[src/rtl/apb_req_arbiter.sv]
// apb_req_arbiter
//   Round-robin arbiter that shares one APB master between NREQ requesters.
//   The arbiter grants one request, latches its fields into m_*, and pulses
//   m_transfer for one cycle. It then watches PENABLE/PREADY on the bus and
//   returns PRDATA/PSLVERR to the winner with a one-cycle rsp_valid pulse.
//   Only one transfer is outstanding at a time.
//
//   Optional feature: define APB_ARB_TIMEOUT_EN to enable a wait-cycle
//   timeout. After TIMEOUT cycles in WAIT without completion, the arbiter
//   returns an error response. It then drains the late bus completion
//   silently.
//
// Ports
//   PCLK, PRESETn                  clock, async active-low reset
//   req_valid/addr/wdata/write/    flattened per-requester request fields
//   strb/prot                      (requester i at slice [i*W +: W])
//   req_ready                      one-hot accept pulse (combinational, IDLE only)
//   rsp_valid, rsp_rdata, rsp_err  one-hot completion pulse + response data
//   m_addr/wdata/write/strb/prot   registered transfer fields to the APB master
//   m_transfer                     registered one-cycle transfer request
//   PENABLE, PREADY, PSLVERR,      APB bus monitor inputs
//   PRDATA
module apb_req_arbiter #(
  parameter int unsigned ADDRSIZE = 32,
  parameter int unsigned DATASIZE = 32,
  parameter int unsigned NREQ     = 2,
  parameter int unsigned TIMEOUT  = 255
) (
  input  logic                       PCLK,
  input  logic                       PRESETn,
  input  logic [NREQ-1:0]            req_valid,
  input  logic [NREQ*ADDRSIZE-1:0]   req_addr,
  input  logic [NREQ*DATASIZE-1:0]   req_wdata,
  input  logic [NREQ-1:0]            req_write,
  input  logic [NREQ*DATASIZE/8-1:0] req_strb,
  input  logic [NREQ*3-1:0]          req_prot,
  output logic [NREQ-1:0]            req_ready,
  output logic [NREQ-1:0]            rsp_valid,
  output logic [DATASIZE-1:0]        rsp_rdata,
  output logic                       rsp_err,
  output logic [ADDRSIZE-1:0]        m_addr,
  output logic [DATASIZE-1:0]        m_wdata,
  output logic                       m_write,
  output logic [DATASIZE/8-1:0]      m_strb,
  output logic [2:0]                 m_prot,
  output logic                       m_transfer,
  input  logic                       PENABLE,
  input  logic                       PREADY,
  input  logic                       PSLVERR,
  input  logic [DATASIZE-1:0]        PRDATA
);

  localparam int unsigned StrbW = DATASIZE / 8;
  localparam int unsigned GntW  = (NREQ > 1) ? $clog2(NREQ) : 1;
  localparam logic [NREQ-1:0] OneHot0 = NREQ'(1);

`ifdef APB_ARB_TIMEOUT_EN
  typedef enum logic [1:0] {StIdle, StReq, StWait, StDrain} state_e;
  localparam int unsigned CntW = $clog2(TIMEOUT + 1);
  logic [CntW-1:0] cnt_q;
`else
  typedef enum logic [1:0] {StIdle, StReq, StWait} state_e;
  logic unused_timeout;
  assign unused_timeout = ^TIMEOUT;
`endif

  state_e          state_q;
  logic [GntW-1:0] last_grant_q;
  logic            grant_found;
  logic [GntW-1:0] grant_idx;
  logic [GntW-1:0] cand;
  logic            bus_done;

  // Unpacked views of the flattened request buses.
  logic [ADDRSIZE-1:0] addr_arr  [NREQ];
  logic [DATASIZE-1:0] wdata_arr [NREQ];
  logic [StrbW-1:0]    strb_arr  [NREQ];
  logic [2:0]          prot_arr  [NREQ];

  for (genvar g = 0; g < NREQ; g++) begin : g_unpack
    assign addr_arr[g]  = req_addr[g*ADDRSIZE +: ADDRSIZE];
    assign wdata_arr[g] = req_wdata[g*DATASIZE +: DATASIZE];
    assign strb_arr[g]  = req_strb[g*StrbW +: StrbW];
    assign prot_arr[g]  = req_prot[g*3 +: 3];
  end

  assign bus_done = PENABLE && PREADY;

  // Search starts one past the last winner and wraps, so every requester
  // gets a turn under continuous contention.
  always_comb begin
    grant_found = 1'b0;
    grant_idx   = '0;
    cand        = '0;
    for (int unsigned i = 1; i <= NREQ; i++) begin
      cand = GntW'((32'(last_grant_q) + i) % NREQ);
      if (!grant_found && req_valid[cand]) begin
        grant_found = 1'b1;
        grant_idx   = cand;
      end
    end
  end

  // Gated with PRESETn so every output reads 0 while reset is held.
  always_comb begin
    req_ready = '0;
    if (PRESETn && (state_q == StIdle) && grant_found) begin
      req_ready[grant_idx] = 1'b1;
    end
  end

  always_ff @(posedge PCLK or negedge PRESETn) begin
    if (!PRESETn) begin
      state_q      <= StIdle;
      last_grant_q <= GntW'(NREQ - 1);
      m_addr       <= '0;
      m_wdata      <= '0;
      m_write      <= 1'b0;
      m_strb       <= '0;
      m_prot       <= '0;
      m_transfer   <= 1'b0;
      rsp_valid    <= '0;
      rsp_rdata    <= '0;
      rsp_err      <= 1'b0;
`ifdef APB_ARB_TIMEOUT_EN
      cnt_q        <= '0;
`endif
    end else begin
      rsp_valid <= '0;
      case (state_q)
        StIdle: begin
          if (grant_found) begin
            m_addr       <= addr_arr[grant_idx];
            m_wdata      <= wdata_arr[grant_idx];
            m_write      <= req_write[grant_idx];
            m_strb       <= strb_arr[grant_idx];
            m_prot       <= prot_arr[grant_idx];
            m_transfer   <= 1'b1;
            last_grant_q <= grant_idx;
            state_q      <= StReq;
          end
        end
        StReq: begin
          m_transfer <= 1'b0;
          state_q    <= StWait;
`ifdef APB_ARB_TIMEOUT_EN
          cnt_q      <= '0;
`endif
        end
        StWait: begin
          if (bus_done) begin
            rsp_rdata <= m_write ? '0 : PRDATA;
            rsp_err   <= PSLVERR;
            rsp_valid <= OneHot0 << last_grant_q;
            state_q   <= StIdle;
          end
`ifdef APB_ARB_TIMEOUT_EN
          else if (cnt_q == CntW'(TIMEOUT - 1)) begin
            rsp_rdata <= '0;
            rsp_err   <= 1'b1;
            rsp_valid <= OneHot0 << last_grant_q;
            state_q   <= StDrain;
          end else begin
            cnt_q <= cnt_q + 1'b1;
          end
`endif
        end
`ifdef APB_ARB_TIMEOUT_EN
        // The requester already has its error response; swallow the late
        // completion so the bus is free before the next grant.
        StDrain: begin
          if (bus_done) begin
            state_q <= StIdle;
          end
        end
`endif
        default: state_q <= StIdle;
      endcase
    end
  end

endmodule

[config.mk]
export PLATFORM = sky130hd
export DESIGN_NAME = apb_req_arbiter
export DESIGN_NICKNAME = d
export VERILOG_FILES = /design/src/rtl/apb_req_arbiter.sv
export SDC_FILE = /design/constraint.sdc
export NUM_CORES = 1
export LEC_CHECK = 0
export ABC_CLOCK_PERIOD_IN_PS = 2390
export CORE_ASPECT_RATIO = 1.5
export CORE_UTILIZATION = 35
export DETAILED_ROUTE_END_ITERATION = 6
export DONT_BUFFER_PORTS = 1
export PLACE_DENSITY = 0.45
export SYNTH_ARGS = -nofsm -noshare
export SYNTH_HDL_FRONTEND = slang
export SYNTH_SLANG_ARGS = --single-unit
[constraint.sdc]
create_clock -name PCLK -period 2.39 [get_ports PCLK]
set_input_delay 0.478 -clock PCLK [delete_from_list [all_inputs] [get_ports PCLK]]
set_output_delay 0.478 -clock PCLK [all_outputs]
set_load 0.02 [all_outputs]
==> results.md <==
* Period utilisation layout at 0.945
* Final setup violation count at 0
* Final worst clock skew at 0.0116 ns
* Starting Density at 0.357
* Core area at 0.0151 sq mm
* Critical path peak fanout at 22
* Vias per cell at 4.95
* Clock-pin slew of the registers on the worst-case setup and hold paths at 0.08 ns
* Die Span Y at 154 um
* Root buf cell: clkbuf_16
* WP data required at 1.91 ns
* Max Buffers Root-to-Sink at 2
* Max layer used: met4
* Detail Route Antenna Nets at 0
* Main synth FF type: dfrtp_1
* Fin worst setup slack at 0.132 ns
* Unrepaired setup endpoints after global routing: no
* Post-synth ARST share at 1.00
* Hold violation count in the final report at 110
* Synth-to-Final Area Change at 9.60%
* IO Count at 293
* Maximum VDD drop at 0.000674 V
* Final wirelength at 11.5 mm
* CTS tree: built
* Metal2 WL at 5.91 mm
* Number of port buffers at 0
* Cells after Synth at 397
* Initial DRC Count at 26
* CP endpoint kind: output pin
* Crit-path cells: a21bo_4, buf_12, and3_1
* Post-DP HPWL at 8.49 mm
* Max-slew violations at 0
* Register area share after synthesis at 0.516
* Pre-CTS setup slack at 0.434 ns
* Crit-path slowest cell: dfstp_2
* First-pass GRT wire length at 16.7 mm
* Worst slew pin tran at 0.443 ns
* Largest net degree at the start of global routing at 114
* Startpoint types: register
* CTS Buf Count at 9
* Synth top area cells: dfrtp_1, mux2_2, mux2_4
* Worst rel slew slack at 0.703
* Synth top area share at 0.511
* Share of cells above drive strength 1 at 0.443
* Fin crit period at 2.26 ns
* Vias in the first global route at 3111
* Crit path kind: register to output pin
* Synth Register Bits at 111
* Power density cells at 1420 mW/mm^2
* Syn Area/Cell at 13.6 sq um
* Number of synthesized flops with an enable pin at 0
* Clock Sinks at 111
* Fill cells at 1458
* Drt wl/cell at 19.2 um
* Die Span X at 103 um
* Status: finished with violations
* Clk_lat worst skew at 0.35 ns
* Leading area contributor after synthesis: dfrtp_1
* Ys Warns at 0
* GRT Overall Usage at 0.140
* Final hold slack at -0.181 ns
* Vias at 2968
* Routed met1 length at 4.33 mm
* Syn Std Cell Area at 0.00538 sq mm
* Syn nets at 580
* Row count at 55
* RD Place Congestion at 0.745
* Arr. time, crit path at 1.78 ns
* Netlist cell types at 21
* Met3 WL post-DR at 1.10 mm
* Die area at 0.0159 sq mm
* Max_cap viols at 0
* GRT Residual Overflow at 0
* Setup Total Neg Slack at 0 ns
* Initial antenna violation count at 0
* Number of gates resized after CTS at 0
* Drt pass-1 iters at 4
* Failing checks: negative hold slack
* Diodes inserted at 0
* H-tree levels at 3
* Crit-path max cell delay at 0.58 ns
* Leakage at 2.65 nW
* # nets final at 578
* Min-delay worst type: input port to async pin
* Fmax at 443 MHz
* # DRC at 0
==> power breakdown <==
part	internal [mW]	switching, mW	total [mW]
clock	0.827	0.713	1.54
combinational	1.34	0.854	2.20
sequential	2.81	1.83	4.65
==> worst max-delay path: cells and delay by family (launching register included) <==
family | cells | cell delay [ns]
AO/OA/AOI/OAI | 1 | 0.30
AND/OR/NAND/NOR | 1 | 0.32
flip-flops | 1 | 0.58
buffers and inverters | 1 | 0.24
==> routing by layer <==
layer,vias to the layer above,track usage
met3,13,0.0464
met2,164,0.248
li1,1369,-
met5,-,0
met1,1422,0.151
met4,0,0.0563
==> cell families (layout without fill, tap and decap cells) <==
kind of cell           count (synthesis)  in the layout  synth area share
DFF                                  111            111             0.516
muxes                                145            145             0.344
and+or+nand+nor                       76             76            0.0706
buffers and inverters                 29             32            0.0349
AOI/OAI and AO/OA                     36             36            0.0346
==> final timing paths <==
check | depth (start not counted) | start | endpoint | slack, ns
worst max-delay path | 3 | register | req_ready[0] | 0.13
worst min-delay path | 0 | PRESETn | m_wdata[15] | -0.18
max in group asynchronous | 0 | PRESETn | async pin | 2.33
worst min register to register | 2 | register | rsp_valid[1] | 0.50
min in group PCLK | 1 | req_valid[0] | register | 0.21
worst max register to register | 6 | state_q[1] | m_strb[2] | 0.45
==> cell type report <==
type,instances,area [sq um],area share
tap,199,249,0.0422
inverter,3,11.3,0.00191
clock buffer,9,225,0.0382
clock inverter,7,77.6,0.0131
timing repair buffer,13,135,0.0229
multi-input combinational,257,2420,0.411
sequential,111,2780,0.471
==> cells in the mapped netlist, drive strengths merged, types with 3 or more instances <==
library cell  number
nand2             36
nor2               3
mux2             145
dfrtp            110
o21ai             33
clkbuf             9
inv                3
buf               17
nand2b            33
==> what timing repair did <==
item | in CTS | in global routing
hold endpoints to repair | 111 | 111
endpoints found under the setup margin | 0 | 1
setup buffers | 0 | 1
==> layout by cell type (no fill, tap or decap), types with 3 or more instances in the layout <==
cell type and n:
dfrtp_1 110, mux2_4 58, buf_12 3, nand2_1 36, o21ai_0 33, nor2_1 3
mux2_2 87, buf_4 10, clkbuf_16 9, nand2b_1 33
==> per-stage QoR <==
| step | total power, mW | cell area, sq um | instances | utilization |
|---|---|---|---|---|
| 3_3_place_gp | 6.88 | 5590 | 582 | 0.371 |
| 6_report | 8.38 | 5900 | 599 | 0.392 |
| 5_1_grt | 8.91 | 5900 | 599 | 0.392 |
| 4_1_cts | 8.54 | 5890 | 598 | 0.391 |
| 2_1_floorplan | 6.39 | 5380 | 397 | - |
| 3_5_place_dp | 6.95 | 5590 | 582 | 0.371 |
==> sequential cells by signal (all words and copies together) (netlist names), named ones only <==
| name | count |
|---|---|
| m_addr | 32 |
| m_wdata | 32 |
| rsp_rdata | 32 |
| m_strb | 4 |
| m_prot | 3 |
| rsp_valid | 2 |
| state_q | 2 |
| m_transfer | 1 |
| m_write | 1 |
| rsp_err | 1 |
No activity file was read; power rests on OpenSTA's default activity.
